===== src/rtl/comp_arb_seq_if.sv =====
// Request/result bus between the requesters and the shared serial comparator.
// The master modport is the requester/consumer side; the slave modport is the arbiter.
interface comp_arb_seq_if #(
  parameter int NREQ   = 2,
  parameter int DATA_W = 8
);
  localparam int IDW = (NREQ > 1) ? $clog2(NREQ) : 1;

  logic [NREQ-1:0]        req;
  logic [NREQ*DATA_W-1:0] a_in;
  logic [NREQ*DATA_W-1:0] b_in;
  logic [NREQ-1:0]        gnt;
  logic                   busy;
  logic                   res_valid;
  logic                   res_ready;
  logic [IDW-1:0]         res_id;
  logic                   res_g;
  logic                   res_l;
  logic                   res_e;

  modport master (
    output req, a_in, b_in, res_ready,
    input  gnt, busy, res_valid, res_id, res_g, res_l, res_e
  );

  modport slave (
    input  req, a_in, b_in, res_ready,
    output gnt, busy, res_valid, res_id, res_g, res_l, res_e
  );
endinterface


===== src/rtl/comp_arb_seq.sv =====
// Round-robin arbiter in front of one CHUNK_W-bit magnitude-compare slice.
// The winner's operands are compared MSB chunk first, stopping at the first unequal chunk.
module comp_arb_seq #(
  parameter int NREQ    = 2,
  parameter int DATA_W  = 8,
  parameter int CHUNK_W = 2
) (
  input  logic            clk,
  input  logic            rst,
  comp_arb_seq_if.slave   bus
);
  localparam int NCHUNK = DATA_W / CHUNK_W;
  localparam int IDW    = (NREQ > 1) ? $clog2(NREQ) : 1;
  localparam int CIW    = (NCHUNK > 1) ? $clog2(NCHUNK) : 1;
  localparam logic [NREQ-1:0] GNT_ONE = {{(NREQ-1){1'b0}}, 1'b1};

  typedef enum logic [1:0] {
    IDLE = 2'd0,
    CMP  = 2'd1,
    DONE = 2'd2
  } state_t;

  state_t             r_state;
  logic [IDW-1:0]     r_rr_ptr;
  logic [CIW-1:0]     r_idx;
  logic [DATA_W-1:0]  r_a;
  logic [DATA_W-1:0]  r_b;
  logic [IDW-1:0]     r_id;
  logic               r_res_valid;
  logic               r_res_g;
  logic               r_res_l;
  logic               r_res_e;

  logic               w_found;
  logic [IDW-1:0]     w_win;
  logic [IDW-1:0]     w_cand;
  logic               w_hit;
  logic [CHUNK_W-1:0] w_ca;
  logic [CHUNK_W-1:0] w_cb;

  // Round-robin search starting at r_rr_ptr; the first hit wins.
  always_comb begin
    w_found = 1'b0;
    w_win   = '0;
    w_cand  = '0;
    w_hit   = 1'b0;
    for (int i = 0; i < NREQ; i++) begin
      w_cand  = IDW'((int'(r_rr_ptr) + i) % NREQ);
      w_hit   = bus.req[w_cand] & ~w_found;
      w_win   = w_hit ? w_cand : w_win;
      w_found = w_found | w_hit;
    end
  end

  assign w_ca = r_a[r_idx*CHUNK_W +: CHUNK_W];
  assign w_cb = r_b[r_idx*CHUNK_W +: CHUNK_W];

  // The grant is combinational so the requester sees it in the cycle its operands are latched.
  assign bus.gnt       = (r_state == IDLE && w_found && !rst) ? (GNT_ONE << w_win) : '0;
  assign bus.busy      = (r_state != IDLE);
  assign bus.res_valid = r_res_valid;
  assign bus.res_id    = r_id;
  assign bus.res_g     = r_res_g;
  assign bus.res_l     = r_res_l;
  assign bus.res_e     = r_res_e;

  // Arbitration / serial compare FSM with registered result flags.
  always_ff @(posedge clk) begin
    if (rst) begin
      r_state     <= IDLE;
      r_rr_ptr    <= '0;
      r_idx       <= CIW'(NCHUNK-1);
      r_a         <= '0;
      r_b         <= '0;
      r_id        <= '0;
      r_res_valid <= 1'b0;
      r_res_g     <= 1'b0;
      r_res_l     <= 1'b0;
      r_res_e     <= 1'b0;
    end else begin
      case (r_state)
        IDLE: begin
          if (w_found) begin
            r_a      <= bus.a_in[w_win*DATA_W +: DATA_W];
            r_b      <= bus.b_in[w_win*DATA_W +: DATA_W];
            r_id     <= w_win;
            r_rr_ptr <= (w_win == IDW'(NREQ-1)) ? '0 : w_win + IDW'(1);
            r_idx    <= CIW'(NCHUNK-1);
            r_state  <= CMP;
          end else begin
            r_state  <= IDLE;
          end
        end
        CMP: begin
          if (w_ca > w_cb) begin
            r_res_g     <= 1'b1;
            r_res_valid <= 1'b1;
            r_state     <= DONE;
          end else if (w_ca < w_cb) begin
            r_res_l     <= 1'b1;
            r_res_valid <= 1'b1;
            r_state     <= DONE;
          end else if (r_idx == '0) begin
            r_res_e     <= 1'b1;
            r_res_valid <= 1'b1;
            r_state     <= DONE;
          end else begin
            r_idx       <= r_idx - CIW'(1);
            r_state     <= CMP;
          end
        end
        DONE: begin
          if (bus.res_ready) begin
            r_res_valid <= 1'b0;
            r_res_g     <= 1'b0;
            r_res_l     <= 1'b0;
            r_res_e     <= 1'b0;
            r_state     <= IDLE;
          end else begin
            r_state     <= DONE;
          end
        end
        default: begin
          r_res_valid <= 1'b0;
          r_res_g     <= 1'b0;
          r_res_l     <= 1'b0;
          r_res_e     <= 1'b0;
          r_state     <= IDLE;
        end
      endcase
    end
  end
endmodule


===== src/flat_wrapper.sv =====
// flat-port wrapper written by rule: the top's interface ports become plain ports
module comp_arb_seq_flat 
#(
  parameter int NREQ    = 2,
  parameter int DATA_W  = 8,
  parameter int CHUNK_W = 2
)
  (clk, rst, bus_req, bus_a_in, bus_b_in, bus_res_ready, bus_gnt, bus_busy, bus_res_valid, bus_res_id, bus_res_g, bus_res_l, bus_res_e);
  comp_arb_seq_if #(.NREQ(NREQ), .DATA_W(DATA_W)) bus_i ();
  input  logic clk;
  input  logic rst;
  input wire logic [$bits(bus_i.req)-1:0] bus_req;
  input wire logic [$bits(bus_i.a_in)-1:0] bus_a_in;
  input wire logic [$bits(bus_i.b_in)-1:0] bus_b_in;
  input wire logic [$bits(bus_i.res_ready)-1:0] bus_res_ready;
  output wire logic [$bits(bus_i.gnt)-1:0] bus_gnt;
  output wire logic [$bits(bus_i.busy)-1:0] bus_busy;
  output wire logic [$bits(bus_i.res_valid)-1:0] bus_res_valid;
  output wire logic [$bits(bus_i.res_id)-1:0] bus_res_id;
  output wire logic [$bits(bus_i.res_g)-1:0] bus_res_g;
  output wire logic [$bits(bus_i.res_l)-1:0] bus_res_l;
  output wire logic [$bits(bus_i.res_e)-1:0] bus_res_e;
  assign bus_i.req = bus_req;
  assign bus_i.a_in = bus_a_in;
  assign bus_i.b_in = bus_b_in;
  assign bus_i.res_ready = bus_res_ready;
  assign bus_gnt = bus_i.gnt;
  assign bus_busy = bus_i.busy;
  assign bus_res_valid = bus_i.res_valid;
  assign bus_res_id = bus_i.res_id;
  assign bus_res_g = bus_i.res_g;
  assign bus_res_l = bus_i.res_l;
  assign bus_res_e = bus_i.res_e;
  comp_arb_seq #(.NREQ(NREQ), .DATA_W(DATA_W), .CHUNK_W(CHUNK_W)) u_core (.clk(clk), .rst(rst), .bus(bus_i));
endmodule

===== config.mk =====
export PLATFORM = sky130hd
export DESIGN_NAME = comp_arb_seq_flat
export DESIGN_NICKNAME = d
export VERILOG_FILES = /design/src/rtl/comp_arb_seq_if.sv /design/src/rtl/comp_arb_seq.sv /design/src/flat_wrapper.sv
export SDC_FILE = /design/constraint.sdc
export NUM_CORES = 1
export LEC_CHECK = 0
export CAP_MARGIN = 20
export CORE_ASPECT_RATIO = 1.2
export CORE_MARGIN = 1.5
export CORE_UTILIZATION = 60
export CTS_BUF_LIST = sky130_fd_sc_hd__clkbuf_4
export CTS_CLUSTER_DIAMETER = 120
export DETAILED_ROUTE_END_ITERATION = 8
export DONT_BUFFER_PORTS = 1
export GPL_ROUTABILITY_DRIVEN = 0
export PLACE_DENSITY = 0.79
export SLEW_MARGIN = 20
export SYNTH_ARGS = -nofsm -noshare
export SYNTH_HDL_FRONTEND = slang
export SYNTH_SLANG_ARGS = --single-unit

===== constraint.sdc =====
create_clock -name clk -period 6 [get_ports clk]
set_input_delay 1.2 -clock clk [delete_from_list [all_inputs] [get_ports clk]]
set_output_delay 1.2 -clock clk [all_outputs]
set_load 0.01 [all_outputs]

==> After elaboration in Yosys (flattened, before gate mapping) <==
Index checks and enable logic that the tools add are counted.
{ "op_classes": {"muxes": 32, "magnitude_cmp": 4, "n_eq_ne": 11, "n_shift": 5, "add_sub_neg": 3, "bitwise_logic": 4, "reduce_logical": 13} }
{ "op_table": {"columns": ["cell", "n"], "rows": [
  ["indexed part select 16 x 5 -> 8 bit", 2],
  ["two-way mux 2 bit", 9],
  ["two-way mux 1 bit", 17],
  ["indexed part select 8 x 4 -> 2 bit", 2],
  ["one-hot mux 1 bit (3 select lines)", 4],
  ["AND reduction 5 bit", 2],
  ["!= test 2 x 1 -> 1 bit, second input constant", 4],
  ["!= test 2 bit, second input constant", 4],
  ["one-hot mux 2 bit (3 select lines)", 1],
  ["AND reduction 3 bit", 2],
  ["zero test 2 bit", 2],
  ["< comparator 1 x 2 -> 1 bit, second input constant", 2],
  ["!= test 4 x 1 -> 1 bit, second input constant", 1],
  ["one-hot mux 2 bit (2 select lines)", 1],
  ["AND reduction 4 bit", 1],
  ["nonzero test 2 bit", 2],
  ["adder 1 bit, second input constant", 2],
  ["equality test 2 x 1 -> 1 bit, second input constant", 1],
  ["equality test 2 bit, second input constant", 1],
  ["greater-than comparator 2 bit", 1],
  ["logical AND 1 bit", 2],
  ["< comparator 2 bit", 1],
  ["NOT 1 bit", 2],
  ["AND reduction 2 bit", 1],
  ["5 further kinds", 5]
]} }
{ "totals": {"wordCells": 82, "register_bits": 26, "output_inout_bits": 8, "inputBits": 37} }

==> Depth between registers and ports, before layout <==
Gate-level depths: netlist of the first run.
{ "depth": {"ltp_word": 8, "mapped_depth": 7, "depth_no_buf": 6} }

==> Worst setup path after synthesis of the first run <==
Ideal clock, no wire load.
{ "synth_timing": {"path_type": "input port to output port", "startpoint": "input port rst", "endpoint": "output port bus_gnt[1]", "arrival_time_ns": 2.199, "path_buffers": 2, "setup_slack_ns": 2.601, "stages": 4, "required_ns": 4.800, "cell_sequence": "or3_1 buf_6 buf_2 nor3b_1"} }
{ "synth_via": {"elab_chain_len": 3} }
{ "synth_lines": {"columns": ["item", "line", "text"], "rows": [
  ["start: declaration", "flat_wrapper.sv:11", "input logic rst;"],
  ["zero test 1 bit", "comp_arb_seq.sv:59", "assign bus.gnt = (r_state == IDLE && w_found && !rst) ? (GNT_ONE << w_win) : '0;"],
  ["logical AND 1 bit", "comp_arb_seq.sv:59", null],
  ["two-way mux 2 bit", "comp_arb_seq.sv:59", null],
  ["end: declaration", "flat_wrapper.sv:16", "output wire logic [$bits(bus_i.gnt)-1:0] bus_gnt;"]
]} }
No other way between the ends.

==> Final worst setup path of the first run <==
{ "layout_timing": {"startpoint": "input port rst", "endpoint": "output port bus_gnt[0]"} }
Same word-level chain as after synthesis.

==> flow_metrics.tcl, run 1 <==
set metrics [dict create \
    die_area_um2 2470 \
    num-fill-cells 171 \
    cp.buffers_inverters 0 \
    fp-row-count 18 \
    globalRoute.totalOverflow 0 \
    internal_power_uw 400 \
    floorplan.io_pins 45 \
    max-cap-violations 0 \
    die_width_um 45.6 \
    clock_skew_ns 0.00718 \
    holdWs_ns 0.500 \
    route.final.wire_length_mm 2.95 \
    initial_antenna_violation_count 0 \
    synth_cell_types 29 \
    area_delta_synth_final_pct 3.45 \
    route.detailed.wl_per_inst_um 17.9 \
    setup_viol_count_final 0 \
    worst_skew_pair.late_latency_ns 0.32 \
    achievable-frequency_mhz 264 \
    finalHoldViolCount 0 \
    outcome "finished clean" \
    syn_area_per_cell_um2 9.33 \
    place_inst 161 \
    combinationalPowerShare_pct 35.5 \
    top_family_by_delay_on_critical_path "compound AO/OA/AOI/OAI gates" \
    cts.clk_slew.worst_paths_ns 0.15 \
    instances_no_fill 165 \
    antennaDiodeCount 0 \
    most_used_flip_flop_cell_after_synthesis "sky130_fd_sc_hd__dfxtp_1" \
    synth_cells 140 \
    synth_edf_count 0 \
    synth_top_area_share_pct 39.8 \
    crit_path_cell_trace "or3_1 > a211oi_4" \
    layout_worst_path_cycle_share_pct 63.0 \
    detail-route-antenna-nets 0 \
    hold_class "register to register" \
    worstPathMaxFanout 18 \
    hpwl_mm 2.06 \
    postCtsSetupBuffers 0 \
    netlist_top_cells_area "sky130_fd_sc_hd__dfxtp_1 (40%), sky130_fd_sc_hd__a221o_2 (6.9%), sky130_fd_sc_hd__mux4_2 (6.9%), sky130_fd_sc_hd__nor3_1 (6.5%), sky130_fd_sc_hd__a221o_1 (6.1%)" \
    h-tree-depth 1 \
    critPathMaxStageDelay_ns 0.78 \
    fin_tns_setup_ns 0 \
    dr_total_vias 1054 \
    detailedRoute.firstPassIterationCount 4 \
    numClockSinks 26 \
    cts-root-buf "sky130_fd_sc_hd__clkbuf_4" \
    detail_route.drc_violations 0 \
    pin_count_of_the_biggest_net_entering_global_routing 21 \
    seq_total_area_yosys_pct 39.8 \
    yosys_register_bits 26 \
    worstPathRequired_ns 4.80 \
    crit_path_top_delay_cell "sky130_fd_sc_hd__a211oi_4" \
    sw_frac_of_total_pct 36.7 \
    clockBufferDepth 2 \
    timing_worst_setup_path_type "primary input to output port" \
    rsz0062_at_grt "no" \
    yosysTopAreaCell "sky130_fd_sc_hd__dfxtp_1" \
    final-max-slew-violation-count 0 \
    synth.top_cells.by_count "sky130_fd_sc_hd__dfxtp_1 (26), sky130_fd_sc_hd__nand2_1 (19), sky130_fd_sc_hd__nor3_1 (17)" \
    timing.final.crit_period_ns 3.78 \
    first_global_vias 957 \
    cts_tree "built" \
    worst_vdd_rail_ir_drop_mv 0.225 \
    worst_slew_margin_rel_pct 43.3 \
    startpoint_type "primary input" \
    io_buffer_count 0 \
    drive_gt1_share_pct 16.3 \
    power.share.sequential_pct 45.1 \
    nets 176 \
    crit_path_end_kind "output port" \
    synth.cell_area_um2 1310 \
    synth_async_sr_flop_share_pct 0 \
    yosysWarningCount 0 \
    grt_use_total_pct 25.6 \
    synthesized_netlist_net_count 180 \
    cellPowerDensity_nw_per_um2 468 \
    detailedRoute.firstIterationViolations 40 \
    cellLeakagePower_nw 0.545 \
    post_cts_hold_buffer_count 0 \
    crit_arrival_ns 2.58 \
    tritoncts.num_buffers 3 \
    floorplan.initialDensity_pct 63.7 \
    synth_most_common_cell "sky130_fd_sc_hd__dfxtp_1" \
    core_area_um2 2050 \
    total_switching_power_uw 232 \
    slew_at_the_pin_closest_to_its_max_slew_limit_ns 0.848 \
    avgViaCountPerCell 6.39 \
    cts_repair_resize_count 0 \
    grt_pass1_wl_mm 4.61 \
    clockPowerShare_pct 19.4 \
    die_y_um 54.1 \
]
cell type report:
class | instances | area (um2) | share of cell area, %
clock inverter | 1 | 30.0 | 2.22
tap | 30 | 37.5 | 2.78
timing repair buffer | 1 | 7.51 | 0.556
sequential | 26 | 520 | 38.5
inverter | 9 | 33.8 | 2.50
clock buffer | 3 | 22.5 | 1.67
multi-input combinational | 95 | 699 | 51.8
final timing paths:
| path | slack (ns) | cells after the start | startpoint | endpoint |
|---|---|---|---|---|
| worst min-delay path | 0.50 | 2 | u_core.bus.res_g | u_core.bus.res_g |
| worst max register to register | 3.46 | 5 | u_core.r_idx[0] | u_core.r_idx[1] |
| worst min register to register | 0.50 | 2 | u_core.bus.res_g | u_core.bus.res_g |
| worst max-delay path | 2.22 | 2 | rst | bus_gnt[0] |
metal layers:
layer  track usage, %  up-vias  wire length (um)
met2             36.2       34              1470
met5                0        -                 0
met4             9.80        0                18
met3             5.37        4               163
met1             37.7      507              1300
li1                 -      509                 -
worst register-to-register path: stages, from the launching register on:
cell	delay (ns)
sky130_fd_sc_hd__dfxtp_1	0.56
sky130_fd_sc_hd__mux4_2	0.57
sky130_fd_sc_hd__ha_1	0.32
sky130_fd_sc_hd__nand2_1	0.13
sky130_fd_sc_hd__nor4_1	0.48
sky130_fd_sc_hd__mux2_2	0.39
cells by family after synthesis:
logic type      Yosys count  share of synthesized area, %
fa+ha+maj                 3                          2.87
simple gates             54                          19.7
compound gates           32                          22.1
mux                       6                          8.62
buf+inv                  19                          6.80
flops                    26                          39.8
layout by cell type (no fill, tap or decap), drive strengths merged:
cell type | netlist | routed
nor3b | 1 | 1
buf | 4 | 1
clkbuf | 6 | 3
nor3 | 17 | 17
nor2 | 5 | 5
a211oi | 1 | 1
and3 | 1 | 1
ha | 3 | 3
o21ai | 3 | 3
o32ai | 1 | 1
or2 | 1 | 1
a221o | 16 | 16
inv | 9 | 9
or3 | 2 | 2
a21oi | 5 | 5
o211a | 1 | 1
o31ai | 1 | 1
nor2b | 3 | 3
o221ai | 1 | 1
mux2 | 2 | 2
mux4 | 4 | 4
a21o | 2 | 2
o2111ai | 1 | 1
bufinv | 0 | 1
dfxtp | 26 | 26
nand2b | 4 | 4
nand2 | 19 | 19
nor4 | 1 | 1
power by group through the flow:
stage	Clock (mW)	Sequential [mW]	Combinational [mW]
after global routing	0.129	0.292	0.252
after floorplan	0	0.265	0.201
after global placement	0	0.284	0.207
final	0.122	0.285	0.224
after detailed placement	0	0.287	0.215
after CTS	0.122	0.283	0.221
registers in the layout, summed over array words and instances, names as in the netlist:
name / cells
u_core.r_state: 2
u_core.bus.res_e: 1
u_core.r_rr_ptr: 1
u_core.bus.res_valid: 1
u_core.r_b: 8
u_core.bus.res_l: 1
u_core.bus.res_id: 1
u_core.bus.res_g: 1
u_core.r_a: 8
u_core.r_idx: 2
stage by stage:
step / instance area [um2] / utilization, % / worst slack [ns] / power (mW)
floorplan: 1310 / - / 2.60 / 0.466
global placement: 1300 / 63.2 / 2.28 / 0.490
detailed placement: 1300 / 63.2 / 2.25 / 0.502
CTS: 1350 / 65.8 / 2.25 / 0.626
global route: 1350 / 65.9 / 2.12 / 0.673
finish: 1350 / 65.9 / 2.22 / 0.632
Note: power is estimated with default switching activity, not from simulation.
==> run 2, diff against run 1 <==
--- a/config.mk
+++ b/config.mk
@@ -8,7 +8,7 @@
 export CAP_MARGIN = 20
 export CORE_ASPECT_RATIO = 1.2
 export CORE_MARGIN = 1.5
-export CORE_UTILIZATION = 60
+export CORE_UTILIZATION = 58
 export CTS_BUF_LIST = sky130_fd_sc_hd__clkbuf_4
 export CTS_CLUSTER_DIAMETER = 120
 export DETAILED_ROUTE_END_ITERATION = 8
==> constraint.sdc (replaced) <==
create_clock -name clk -period 3.39 [get_ports clk]
set_input_delay 0.678 -clock clk [delete_from_list [all_inputs] [get_ports clk]]
set_output_delay 0.678 -clock clk [all_outputs]
set_load 0.01 [all_outputs]
==> flow_metrics.tcl, run 2 (synthesis gave the netlist of run 1 again) <==
set metrics [dict create \
    die_width_um 46.3 \
    pin_count_of_the_biggest_net_entering_global_routing 21 \
    floorplan.io_pins 45 \
    min_from "rst" \
    route.detailed.wl_per_inst_um 16.4 \
    final-max-slew-violation-count 0 \
    holdWs_ns 0.395 \
    worst_reg_to_reg_setup_slack_ns 1.00 \
    floorplan.initialDensity_pct 62.4 \
    outcome "finished clean" \
    first_global_vias 928 \
    worstPathRequired_ns 2.71 \
    worst_vdd_rail_ir_drop_mv 0.432 \
    numClockSinks 26 \
    core_area_um2 2090 \
    hold_path_depth 1 \
    most-common-layout-cells "sky130_fd_sc_hd__dfxtp_1 (26), sky130_fd_sc_hd__nand2_1 (19), sky130_fd_sc_hd__nor3_1 (17)" \
    startpoint_type "register" \
    r2r_depth 5 \
    globalRoute.totalOverflow 0 \
    drive_gt1_share_pct 17.4 \
    area_delta_synth_final_pct 4.98 \
    antennaDiodeCount 0 \
    grt_pass1_wl_mm 4.21 \
    cts.clk_slew.worst_paths_ns 0.14 \
    cellPowerDensity_nw_per_um2 816 \
    rsz0062_at_grt "no" \
    die_y_um 55.0 \
    hpwl_mm 2.06 \
    tritoncts.num_buffers 3 \
    setup_viol_count_final 0 \
    critPathMaxStageDelay_ns 0.52 \
    instances_no_fill 168 \
    design_area_um2 1370 \
    layout.cells.most_common "sky130_fd_sc_hd__dfxtp_1" \
    post_cts_hold_buffer_count 0 \
    crit_path_top_delay_cell "sky130_fd_sc_hd__or3_1" \
    initial_antenna_violation_count 0 \
    h-tree-depth 1 \
    detailedRoute.firstPassIterationCount 4 \
    cp.buffers_inverters 0 \
    dr_total_vias 1109 \
    achievable-frequency_mhz 416 \
    place_inst 164 \
    nets 179 \
    finalHoldViolCount 0 \
    route.final.wire_length_mm 2.76 \
    postCtsSetupBuffers 0 \
    top_family_by_delay_on_critical_path "simple AND/OR/NAND/NOR gates" \
    detailedRoute.firstIterationViolations 28 \
    cellLeakagePower_nw 0.559 \
    die_area_um2 2550 \
    clockBufferDepth 2 \
    fp-row-count 18 \
    cts_repair_resize_count 0 \
    clock_skew_ns 0.0131 \
    timing_worst_setup_path_type "register to output port" \
    cts-root-buf "sky130_fd_sc_hd__clkbuf_4" \
    worst_hold_path.endpoint "u_core.bus.res_l" \
    crit_path_cell_trace "or3_1 > nor3b_1" \
    slew_at_the_pin_closest_to_its_max_slew_limit_ns 0.469 \
    dpl_cell_area_um2 1320 \
    utilization_of_the_core_after_routing_pct 65.5 \
    layout_worst_path_cycle_share_pct 70.9 \
    avgViaCountPerCell 6.60 \
    io_buffer_count 0 \
    cts_tree "built" \
    fin_tns_setup_ns 0 \
    max-cap-violations 0 \
    worst_slew_margin_rel_pct 68.7 \
    crit-reg2reg-launch "u_core.r_idx[0]" \
    timing.final.crit_period_ns 2.40 \
    crit_arrival_ns 1.72 \
    worstPathMaxFanout 9 \
    detail_route.drc_violations 0 \
    reg.largest.list "u_core.r_a x8, u_core.r_b x8" \
    grt_use_total_pct 23.2 \
    worst_skew_pair.late_latency_ns 0.34 \
    crit_path_end_kind "output port" \
    detail-route-antenna-nets 0 \
    r2r_end "u_core.r_idx[1]" \
    hold_class "primary input to register" \
]
-- run 2: cell count changes in the layout (fill, tap and decap cells not counted) --
cell                      previous run  this run
sky130_fd_sc_hd__nor2b_1             2         3
sky130_fd_sc_hd__nor2b_2             1         0
sky130_fd_sc_hd__buf_4               1         4
-- run 2: per-layer routing --
metal  wire length (um)  vias to the layer above  track usage, %  share of wire [%]
met3                186                        9            4.22                6.7
met4                 66                        0            11.4                2.4
met2               1310                       52            36.1                 47
li1                   -                      524               -                  -
met1               1200                      524            30.8                 43
met5                  0                        -               0                  0
-- run 2: worst max path at each step --
stage / depth (start not counted) / to / slack [ns] / startpoint
2_1_floorplan: 4 / bus_gnt[1] / 1.04 / rst
3_3_place_gp: 5 / u_core.r_idx[0] / 1.10 / u_core.r_idx[0]
3_5_place_dp: 5 / u_core.r_idx[1] / 1.01 / u_core.r_idx[0]
4_1_cts: 2 / bus_gnt[1] / 0.98 / u_core.r_state[1]
5_1_grt: 3 / bus_gnt[0] / 0.86 / u_core.r_state[1]
6_report: 2 / bus_gnt[1] / 0.99 / u_core.r_state[0]
-- run 2: stage by stage --
stage | setup WS (ns) | total power, mW
after detailed placement | 1.01 | 0.903
final | 0.987 | 1.12
after CTS | 0.982 | 1.12
after global routing | 0.863 | 1.19
after global placement | 1.10 | 0.883
after floorplan | 1.04 | 0.824
-- run 2: area by class of cell --
| type | instances | area [um2] |
|---|---|---|
| tap | 30 | 37.5 |
| inverter | 9 | 33.8 |
| sequential | 26 | 520 |
| clock buffer | 3 | 22.5 |
| clock inverter | 1 | 30.0 |
| multi-input combinational | 95 | 697 |
| timing repair buffer | 4 | 30.0 |
| fill | 176 | 723 |
-- run 2: worst reg2reg max path: cells and delay by family (launching register included) --
| kind | cells | cell delay, ns |
|---|---|---|
| simple gates | 2 | 0.49 |
| fa+ha+maj | 1 | 0.33 |
| flops | 1 | 0.53 |
| mux | 2 | 0.95 |
-- run 2: power breakdown --
part | switching (mW) | internal [mW] | leakage [nW]
Combinational | 0.204 | 0.194 | 0.317
Sequential | 0.0970 | 0.406 | 0.214
Clock | 0.0992 | 0.120 | 0.0279
